$ cat src/rtl/multicycle_controller.sv
// Main control FSM for the multicycle RV32 core: sequences the shared ALU, the
// unified memory port and the register-file write port, with a sticky trap and a retire counter.

module instruction_decoder (
  input  logic [31:0] instr,
  output logic        is_r,
  output logic        is_i,
  output logic        is_s,
  output logic        is_b,
  output logic        is_j,
  output logic        is_u
);
  logic [6:0] opcode;
  logic       unused_fields;

  assign opcode        = instr[6:0];
  assign unused_fields = ^instr[31:7];

  // Loads (0000011) and ALU-immediate (0010011) both count as I-type.
  assign is_r = (opcode == 7'b0110011);
  assign is_i = (opcode == 7'b0000011) || (opcode == 7'b0010011);
  assign is_s = (opcode == 7'b0100011);
  assign is_b = (opcode == 7'b1100011);
  assign is_j = (opcode == 7'b1101111);
  assign is_u = (opcode == 7'b0110111);
endmodule

module multicycle_controller (
  input  logic        clk,
  input  logic        rst_n,
  input  logic [31:0] Instr,
  input  logic        Zero,
  input  logic        mem_ready,
  output logic        mem_req,
  output logic        AdrSrc,
  output logic        MemWrite,
  output logic        IRWrite,
  output logic        PCWrite,
  output logic        RegWrite,
  output logic [1:0]  ResultSrc,
  output logic [1:0]  ALUSrcA,
  output logic [1:0]  ALUSrcB,
  output logic [1:0]  ALUOp,
  output logic        illegal,
  output logic [31:0] instret,
  output logic [3:0]  state_dbg
);
  typedef enum logic [3:0] {
    RESET = 4'd0, FETCH = 4'd1, DECODE = 4'd2, MEMADR = 4'd3, MEMREAD = 4'd4,
    MEMWB = 4'd5, MEMWRITE = 4'd6, EXECUTER = 4'd7, EXECUTEI = 4'd8, ALUWB = 4'd9,
    BEQ = 4'd10, JAL = 4'd11, LUI = 4'd12, TRAP = 4'd13
  } state_t;

  state_t state, next;
  logic   is_r, is_i, is_s, is_b, is_j, is_u;
  logic   retire;

  instruction_decoder u_dec (
    .instr(Instr), .is_r(is_r), .is_i(is_i), .is_s(is_s),
    .is_b(is_b), .is_j(is_j), .is_u(is_u)
  );

  assign state_dbg = state;
  assign retire    = (state == MEMWB) || (state == ALUWB) || (state == BEQ) ||
                     ((state == MEMWRITE) && mem_ready);

  always_comb begin
    next = TRAP;
    case (state)
      RESET:    next = FETCH;
      FETCH:    next = mem_ready ? DECODE : FETCH;
      DECODE: begin
        if      (is_r)            next = EXECUTER;
        else if (is_i && Instr[4]) next = EXECUTEI;
        else if (is_i || is_s)    next = MEMADR;
        else if (is_b)            next = BEQ;
        else if (is_j)            next = JAL;
        else if (is_u)            next = LUI;
        else                      next = TRAP;
      end
      MEMADR:   next = Instr[5] ? MEMWRITE : MEMREAD;
      MEMREAD:  next = mem_ready ? MEMWB : MEMREAD;
      MEMWB:    next = FETCH;
      MEMWRITE: next = mem_ready ? FETCH : MEMWRITE;
      EXECUTER: next = ALUWB;
      EXECUTEI: next = ALUWB;
      ALUWB:    next = FETCH;
      BEQ:      next = FETCH;
      JAL:      next = ALUWB;
      LUI:      next = ALUWB;
      default:  next = TRAP;
    endcase
  end

  // Moore decode; only the FETCH load strobes and the BEQ PC strobe see inputs.
  always_comb begin
    mem_req   = 1'b0;
    AdrSrc    = 1'b0;
    MemWrite  = 1'b0;
    IRWrite   = 1'b0;
    PCWrite   = 1'b0;
    RegWrite  = 1'b0;
    ResultSrc = 2'b00;
    ALUSrcA   = 2'b00;
    ALUSrcB   = 2'b00;
    ALUOp     = 2'b00;
    case (state)
      FETCH: begin
        mem_req   = 1'b1;
        IRWrite   = mem_ready;
        PCWrite   = mem_ready;
        ALUSrcB   = 2'b10;
        ResultSrc = 2'b10;
      end
      DECODE:   begin ALUSrcA = 2'b01; ALUSrcB = 2'b01; end
      MEMADR:   begin ALUSrcA = 2'b10; ALUSrcB = 2'b01; end
      MEMREAD:  begin mem_req = 1'b1; AdrSrc = 1'b1; end
      MEMWB:    begin ResultSrc = 2'b01; RegWrite = 1'b1; end
      MEMWRITE: begin mem_req = 1'b1; AdrSrc = 1'b1; MemWrite = 1'b1; end
      EXECUTER: begin ALUSrcA = 2'b10; ALUOp = 2'b10; end
      EXECUTEI: begin ALUSrcA = 2'b10; ALUSrcB = 2'b01; ALUOp = 2'b10; end
      ALUWB:    RegWrite = 1'b1;
      BEQ:      begin ALUSrcA = 2'b10; ALUOp = 2'b01; PCWrite = Zero; end
      JAL:      begin ALUSrcA = 2'b01; ALUSrcB = 2'b10; PCWrite = 1'b1; end
      LUI:      begin ALUSrcA = 2'b11; ALUSrcB = 2'b01; end
      default:  ;
    endcase
  end

  always_ff @(posedge clk or negedge rst_n) begin
    if (!rst_n) begin
      state   <= RESET;
      illegal <= 1'b0;
      instret <= 32'd0;
    end else begin
      state <= next;
      if (next == TRAP) illegal <= 1'b1;
      if (retire)       instret <= instret + 32'd1;
    end
  end
endmodule

$ cat config.mk
export PLATFORM = sky130hd
export DESIGN_NAME = multicycle_controller
export DESIGN_NICKNAME = d
export VERILOG_FILES = /design/src/rtl/multicycle_controller.sv
export SDC_FILE = /design/constraint.sdc
export NUM_CORES = 1
export LEC_CHECK = 0
export BUFFER_PORTS_ARGS = -buffer_cell sky130_fd_sc_hd__buf_4
export CAP_MARGIN = 30
export CELL_PAD_IN_SITES_DETAIL_PLACEMENT = 2
export CELL_PAD_IN_SITES_GLOBAL_PLACEMENT = 2
export CORE_ASPECT_RATIO = 1.4
export CORE_MARGIN = 3
export CORE_UTILIZATION = 29
export CTS_BUF_LIST = sky130_fd_sc_hd__clkbuf_2 sky130_fd_sc_hd__clkbuf_4 sky130_fd_sc_hd__clkbuf_8
export CTS_CLUSTER_DIAMETER = 30
export DETAILED_ROUTE_END_ITERATION = 6
export GPL_ROUTABILITY_DRIVEN = 1
export PLACE_DENSITY_LB_ADDON = 0.1
export SLEW_MARGIN = 20
export SYNTH_ARGS = -nofsm -noshare
export SYNTH_HDL_FRONTEND = slang
export SYNTH_HIERARCHICAL = 1
export SYNTH_SLANG_ARGS = --single-unit
export TNS_END_PERCENT = 100
$ cat constraint.sdc
create_clock -name clk -period 2.03 [get_ports clk]
set_clock_uncertainty 0.15 [all_clocks]
set_input_delay 0.203 -clock clk [delete_from_list [all_inputs] [get_ports clk]]
set_output_delay 0.203 -clock clk [all_outputs]
set_load 0.01 [all_outputs]
# Word level (Yosys, flattened, before mapping)
# Cells that the tools add are included.
dict set report totals {
  regBits 37
  latchBits 0
  ram_bits 0
  rom_bits 0
  input_bits 36
  out_inout_bits 51
  wordCells 63
  mem_count 0
}
dict set report op_classes {
  add_sub_neg 1
  multipliers 0
  n_div 0
  magnitude_cmp 0
  n_eq_ne 20
  shift 0
  n_mux 21
  bitwise_logic 0
  n_reduce_logical 18
}
# op count
set ops {}
lappend ops {{$add 32x1->32 const B} 1}
lappend ops {{$pmux 4 s7} 1}
lappend ops {{$eq 4x4->1 const B} 6}
lappend ops {{$eq 7x6->1 const B} 3}
lappend ops {{$eq 4x3->1 const B} 4}
lappend ops {{$reduce_or 4->1} 4}
lappend ops {{$eq 7x7->1 const B} 2}
lappend ops {{$mux 4} 3}
lappend ops {{$pmux 2 s2} 3}
lappend ops {{$reduce_or 2->1} 5}
lappend ops {{$mux 3} 3}
lappend ops {{$eq 4x2->1 const B} 2}
lappend ops {{$eq 7x2->1 const B} 1}
lappend ops {{$eq 7x5->1 const B} 1}
lappend ops {{$mux 1} 7}
lappend ops {{$pmux 2 s3} 1}
lappend ops {{$logic_or 1x1->1} 5}
lappend ops {{$eq 4x1->1 const B} 1}
lappend ops {{$logic_not 4->1} 1}
lappend ops {{$mux 2} 2}
lappend ops {{$pmux 1 s3} 1}
lappend ops {{$reduce_or 3->1} 1}
lappend ops {{$logic_and 1x1->1} 2}

# Logic depth before layout (Yosys ltp)
# Gate-level depths: netlist (run 1).
dict set report depth {
  depth_word 9
  ltp_mapped 7
  depth_no_buf 7
}

# Hierarchy
# The synthesis (run 1) kept the hierarchy.
# module instances cells_per_inst area_each_um2 seq_area_each_um2
set by_module_without_submodules {}
lappend by_module_without_submodules {multicycle_controller 1 209 2070.7 925.9}
lappend by_module_without_submodules {instruction_decoder 1 11 98.8 0.0}

# Worst setup path after synthesis (run 1)
# Ideal clock, no wire load.
dict set report synth_timing {
  kind {register -> register}
  start {register state[2], in the netlist state_dbg[2]}
  end {register instret[14]}
  setup_ns 0.126
  arrival_ns 1.596
  required_ns 1.754
  setup_slack_ns 0.157
  path_stages_with_launch 8
  n_path_buf 2
  period_less_slack_ns 1.873
  cell_sequence {dfrtp_1 > buf_6 > nand2b_4 > a21oi_4 > o2111a_1 > buf_4 > nand4_1 > xnor2_1}
}
dict set report synth_via {
  elab_chain_cells 4
  word_cells_on_any_way 8
  classes_between {eq/ne (4); reduce/logical (4)}
}
# element line
set synth_lines {}
lappend synth_lines {{start, declared} 54} ;# state_t state, next;
lappend synth_lines {{start signal, assigned} 136} ;# state <= next;
lappend synth_lines {{$eq 4x3->1 or $eq 4x4->1 (tied branches)} 64} ;# assign retire = (state == MEMWB) || (state == ALUWB) || (state == BEQ) ||
lappend synth_lines {{$logic_or 1x1->1 (2 in series)} 64}
lappend synth_lines {{$logic_or 1x1->1 *} 64}
lappend synth_lines {{end signal, assigned} 138} ;# if (retire) instret <= instret + 32'd1;
lappend synth_lines {{end, declared} 45} ;# output logic [31:0] instret,
# Mark *: on every way between the ends. The rest lies on a longest branch, timed or not.
# A chain may end at the register's enable or synchronous reset.

# Final worst setup path (run 1)
dict set report layout_timing {
  start {register state[2], in the netlist state_dbg[2]}
  end {register instret[29]}
}
# Same word-level chain as after synthesis.

==> run_results.csv, run 1 <==
group,metric,value,unit
run_status,status,"finished, final reports clean",
clocking,root_buffer,"clkbuf_8",
floorplanning,ioPinCount,87,
synthesis,synth_cell_types,48,
route,viasPerCell,4.91,
timing,max_slew_margin,68.5,%
timing,finalSetupViolCount,0,
worst_setup_path,critPathSlowestCell,"dfrtp_2",
min_path,hold_class,"in -> reg",
synthesis,synth-async-reset-ratio,100,%
route,post_drt_wl_per_cell,15.9,um
finish,post-route-util,43.2,%
pwr,pwr-share-comb,44.1,%
pwr,ir_drop,0.483,mV
placed_design,port_buffers,61,
synthesis,synthFlopType,"dfrtp_1",
synthesis,netlist.area_leader.share,42.7,%
worst_setup_path,crit_type,"reg -> reg",
timing,fin_hold_ws,0.186,ns
global_route,grt-ovfl-total,0,
worst_setup_path,arrival,2.03,ns
synthesis,seq_area_frac_synth,42.7,%
finish,seqCellArea,930,um2
finish,multi_input_area,0.00118,mm2
pwr,swShare,35.5,%
floorplanning,start_util,30.5,%
worst_setup_path,cp_max_fo,5,
synthesis,synth_compound_area_share,10.7,%
run,max_cap_violations,0,
clocking,clock_latency,0.29,ns
synthesis,synth_top_family_by_area,"simple AND/OR/NAND/NOR gates",
synthesis,synth.avg_cell_area,9.86,um2
route,via_count,1985,
timing,max_slew.worst_pin.slew,0.473,ns
global_route,grtUsageTotal,15.6,%
synthesis,synth_edf_count,0,
floorplanning,die_y,108,um
worst_setup_path,r2r.worst_path.cells,6,
timing,hold_violations,0,
global_route,grt_pass1_vias,2146,
worst_setup_path,reg2reg_from,"state_dbg[2]$_DFF_PN0_",
synthesis,synthMuxAreaShare,0.519,%
pwr,total_power,3.02,mW
pwr,p_leak,1.43,nW
floorplanning,die_width,79.1,um
clocking,cts_max_path_buffers,2,
synthesis,syn_inst,220,
route,drc,0,
clocking,cts_tree,"yes",
min_path,min_to,"state_dbg[0]$_DFF_PN0_",
placed_design,dp_worst_setup_slack,0.0758,ns
timing,fin_ws,0.0572,ns
finish,final_cells,404,
synthesis,synth_fp_nets,257,
min_path,min_from,"Instr[4]",
finish,final_area,0.00307,mm2
route,wirelength,6420,um
route,drtIter0Drc,12,
placed_design,gp_congestion,0.778,
pwr,power.share.clock,24.9,%
min_path,hold-path-cell-count,4,
timing,max_freq,0.507,GHz
synthesis,syn_area,0.00217,mm2
finish,final_cell_mix,"buf_4, dfrtp_1, nand2_1",
pwr,p_seq_share,31.0,%
route,postRouteAntennaNets,0,
worst_setup_path,critPathCaptureType,"flop",
timing,rsz0062_at_grt,"true",
synthesis,synth-simple-area-share,29.6,%
floorplanning,coreArea,0.00712,mm2
clocking,clk_pin_slew,0.08,ns
worst_setup_path,start_kind,"flop",
clocking,htreeDepth,2,
clocking,cts.sinks,37,
placed_design,dp.cells,392,
floorplanning,dieArea,0.00857,mm2
global_route,grt_max_degree,38,
timing,period_minus_slack,1.97,ns
synthesis,synth_top_area_cell,"dfrtp_1",
finish,antennaDiodeCount,0,
worst_setup_path,ff2ff_setup_slack,0.06,ns
synthesis,synth-xor-area-share,12.9,%
placed_design,post_dp_cell_area,0.00290,mm2
worst_setup_path,slowest_delay,0.45,ns
pwr,p_int,1.95,mW
finish,fillers,814,
finish,final_common_cell,"buf_4",
floorplanning,fp-row-count,36,
timing,finalCritPeriodShare,97.2,%
synthesis,synth_fa_ha_area_share,0.577,%
global_route,antenna_found_initial,0,
pwr,power.switching,1.07,mW
worst_setup_path,r2r_end,"instret[29]$_DFFE_PN0P_",
synthesis,yosys-top-cells-area,"dfrtp_1, xnor2_1, xor2_1",
global_route,grt_pass1_wl,10700,um
finish,drive_gt1_share,39.8,%
worst_setup_path,crit_chain,"nand2b_4 -> a21oi_4 -> buf_4 -> o211ai_1 -> nor3_1 -> xor2_1",
route,first_pass_iters,3,
finish,nets,345,
finish,syn_to_final_growth,41.6,%
synthesis,ys_seq_elements,37,
synthesis,synth_warnings,6,
timing,tns,0,ns
placed_design,hpwlAfterDp,5010,um
clocking,cts_buffers,5,
worst_setup_path,critPathRequiredTime,2.08,ns
pwr,p_per_area,984,mW/mm2
timing,final_max_slew_viol_count,0,
power by group through the flow:
stage | Clock, mW | Combinational, mW | Sequential (mW)
after floorplan | 0 | 0.681 | 0.972
after detailed placement | 0 | 1.34 | 0.949
final | 0.754 | 1.33 | 0.936
after global routing | 0.810 | 1.48 | 0.951
after global placement | 0 | 1.30 | 0.946
after CTS | 0.778 | 1.34 | 0.936
worst max-delay path by stage:
stage | from | endpoint
floorplan | state_dbg[2]$_DFF_PN0_ | instret[14]$_DFFE_PN0P_
global placement | Instr[2] | illegal$_DFFE_PN0N_
detailed placement | state_dbg[3]$_DFF_PN0_ | instret[23]$_DFFE_PN0P_
CTS | state_dbg[3]$_DFF_PN0_ | instret[21]$_DFFE_PN0P_
global route | state_dbg[2]$_DFF_PN0_ | instret[29]$_DFFE_PN0P_
finish | state_dbg[2]$_DFF_PN0_ | instret[29]$_DFFE_PN0P_
cell usage after synthesis, types with 2 or more instances:
cell	count
a21oi_1	7
a21oi_4	2
and2_1	3
and3_1	3
buf_2	2
clkbuf_1	3
dfrtp_1	37
inv_1	6
nand2_1	21
nand2b_1	2
nand2b_4	3
nand3_1	12
nand3b_1	4
nand4_1	8
nor2_1	19
nor2b_1	3
nor3_1	9
nor3_2	6
nor4_1	4
o211ai_1	3
o21ai_0	4
o22ai_1	2
or2_2	2
xnor2_1	18
xor2_1	14
area by class of cell:
class	instances	share of cell area (%)
timing repair buffer	89	22.2
inverter	6	0.733
multi-input combinational	169	38.6
clock buffer	5	2.24
sequential	37	30.3
clock inverter	3	2.12
tap	95	3.87
registers in the layout, indices dropped and copies added (netlist names):
signal and flops:
illegal 1, instret 32, state_dbg 4
what timing repair did:
action                     4_1_cts  5_1_grt
setup buffers                    0        3
gates resized for setup          0        5
hold buffers                     1        0
setup endpoints to repair        0        8
hold endpoints to repair        37        0
routing by layer:
layer / vias to the layer above / wire length (um) / global-route usage, %
met5: - / 0 / 0
met4: 0 / 107 / 5.65
met3: 9 / 224 / 2.33
met2: 44 / 3500 / 29.6
met1: 990 / 2580 / 17.4
li1: 942 / - / -
worst max-delay path, delay by kind of cell, from the launching register on:
kind	cells	cell delay, ns
AO/OA/AOI/OAI	2	0.43
XOR/XNOR	1	0.20
buffers and inverters	1	0.17
flip-flops	1	0.45
AND/OR/NAND/NOR	2	0.48
cells by family (layout without fill, tap and decap cells):
kind of cell / count (synthesis) / in the layout
AOI/OAI and AO/OA: 29 / 29
DFF: 37 / 37
adders and majority gates: 1 / 1
muxes: 1 / 1
buffers and inverters: 14 / 103
and+or+nand+nor: 106 / 106
xor gates and xnor gates: 32 / 32
No activity file was read; power rests on OpenSTA's default activity.
==> inputs of run 2 (changes only) <==
--- a/config.mk
+++ b/config.mk
@@ -16,7 +16,7 @@
 export CTS_CLUSTER_DIAMETER = 30
 export DETAILED_ROUTE_END_ITERATION = 6
 export GPL_ROUTABILITY_DRIVEN = 1
-export PLACE_DENSITY_LB_ADDON = 0.1
+export PLACE_DENSITY = 0.8
 export SLEW_MARGIN = 20
 export SYNTH_ARGS = -nofsm -noshare
 export SYNTH_HDL_FRONTEND = slang
==> run 2 against run 1 <==
Net effect:
- worst hold slack gained 0.014 ns
- die area is the same
- power shrank 9.2%
- critical path type is now reg -> out
- critical path depth shrank 1
- largest cell class unchanged
- count of clock-buffer cells in the layout grew 2
==> run_results.csv, run 2 (synthesis gave the netlist of run 1 again) <==
group,metric,value,unit
floorplanning,die_y,108,um
worst_setup_path,critPathCaptureType,"output port",
clocking,clock_latency,0.29,ns
global_route,antenna_found_initial,0,
timing,final_max_slew_viol_count,0,
clocking,cts.sinks,37,
finish,final_cell_mix,"buf_4, dfrtp_1, nand2_1",
finish,syn_to_final_growth,35.5,%
timing,max_slew.worst_pin.slew,0.487,ns
clocking,root_buffer,"clkbuf_8",
floorplanning,dieArea,0.00857,mm2
worst_setup_path,arrival,1.57,ns
floorplanning,coreArea,0.00712,mm2
worst_setup_path,start_kind,"flop",
worst_setup_path,crit_chain,"buf_6 -> nor2_1 -> and2_1 -> or2_2 -> buf_4",
floorplanning,fp-row-count,36,
worst_setup_path,r2r.worst_path.cells,6,
pwr,total_power,2.75,mW
finish,regMostFlops,"instret",
worst_setup_path,reg2reg_from,"state_dbg[2]$_DFF_PN0_",
clocking,cts_max_path_buffers,2,
clocking,cts_buffers,5,
route,first_pass_iters,4,
timing,finalSetupViolCount,0,
placed_design,port_buffers,61,
worst_setup_path,slowest_delay,0.43,ns
global_route,grtUsageTotal,16.0,%
timing,finalCritPeriodShare,94.8,%
min_path,hold-path-cell-count,5,
pwr,ir_drop,0.364,mV
route,via_count,1947,
route,drtIter0Drc,110,
placed_design,hpwlAfterDp,4990,um
pwr,p_leak,1.36,nW
floorplanning,ioPinCount,87,
global_route,grt_pass1_vias,2116,
worst_setup_path,r2r_end,"instret[20]$_DFFE_PN0P_",
placed_design,gp_congestion,0.760,
min_path,hold_class,"in -> reg",
worst_setup_path,critPathSlowestCell,"dfrtp_2",
worst_setup_path,ff2ff_setup_slack,0.13,ns
pwr,p_per_area,934,mW/mm2
worst_setup_path,crit_type,"reg -> out",
floorplanning,die_width,79.1,um
finish,drive_gt1_share,36.7,%
min_path,min_to,"state_dbg[0]$_DFF_PN0_",
timing,fin_hold_ws,0.200,ns
clocking,cts_tree,"yes",
timing,tns,0,ns
global_route,grt-ovfl-total,0,
timing,max_slew_margin,67.5,%
timing,hold_violations,0,
run_status,status,"finished, final reports clean",
run,max_cap_violations,0,
timing,max_freq,0.519,GHz
floorplanning,start_util,30.5,%
finish,largest_reg_flops,32,
clocking,clk_pin_slew,0.07,ns
finish,final_common_cell,"buf_4",
route,wirelength,6440,um
route,viasPerCell,4.97,
route,postRouteAntennaNets,0,
global_route,grt_max_degree,38,
global_route,grt_pass1_wl,10900,um
clocking,htreeDepth,2,
route,drc,0,
min_path,min_from,"mem_ready",
worst_setup_path,cp_max_fo,13,
route,post_drt_wl_per_cell,16.4,um
timing,period_minus_slack,1.92,ns
worst_setup_path,critPathRequiredTime,1.68,ns
finish,nets,334,
finish,antennaDiodeCount,0,
## run 2: area by class of cell
class / count / area, um2
Tap cell: 95 / 119
Clock buffer: 7 / 90.1
Timing Repair Buffer: 78 / 596
Sequential cell: 37 / 928
Inverter: 6 / 22.5
Fill cell: 842 / 4180
Multi-Input combinational cell: 169 / 1180
## run 2: critical path: cells and delay by family (launching register included)
family,cells,cell delay [ns]
AND/OR/NAND/NOR,3,0.55
flip-flops,1,0.43
buffers and inverters,2,0.31
## run 2: where the power goes
part | total [mW] | internal [mW] | switching, mW | leakage [nW]
Sequential | 0.934 | 0.824 | 0.111 | 0.485
Combinational | 1.27 | 0.587 | 0.683 | 0.823
Clock | 0.542 | 0.283 | 0.259 | 0.0477
Total | 2.75 | 1.69 | 1.05 | 1.36
## run 2: how the worst max path moves through the flow
stage | start | end | slack [ns]
floorplan | state_dbg[2]$_DFF_PN0_ | instret[14]$_DFFE_PN0P_ | 0.16
global placement | Instr[2] | illegal$_DFFE_PN0N_ | 0.14
detailed placement | Instr[4] | illegal$_DFFE_PN0N_ | 0.09
CTS | state_dbg[3]$_DFF_PN0_ | mem_req | 0.01
global route | instret[6]$_DFFE_PN0P_ | instret[20]$_DFFE_PN0P_ | -0.01
finish | state_dbg[0]$_DFF_PN0_ | mem_req | 0.11
## run 2: layer usage
layer / track usage, % / share of wire, % / vias up
met5: 0 / 0 / -
met4: 4.05 / 1.1 / 0
met3: 2.33 / 3.7 / 8
met2: 30.1 / 55 / 40
met1: 18.8 / 40 / 980
li1: - / - / 919
## run 2: timing repair
item,4_1_cts,5_1_grt
hold buffers,1,0
pin swaps,0,3
buffers inserted,0,1
gates resized for setup,1,4
endpoints found under the setup margin,1,6
endpoints found under the hold margin,37,0
## run 2: stage by stage
stage	utilization, %	worst slack, ns	std cells	area, um2
after floorplan	-	0.157	220	2170
after global placement	39.6	0.140	383	2820
after detailed placement	39.6	0.0890	383	2820
after CTS	41.0	0.0144	391	2920
after global routing	41.3	-0.0128	392	2940
final	41.3	0.105	392	2940
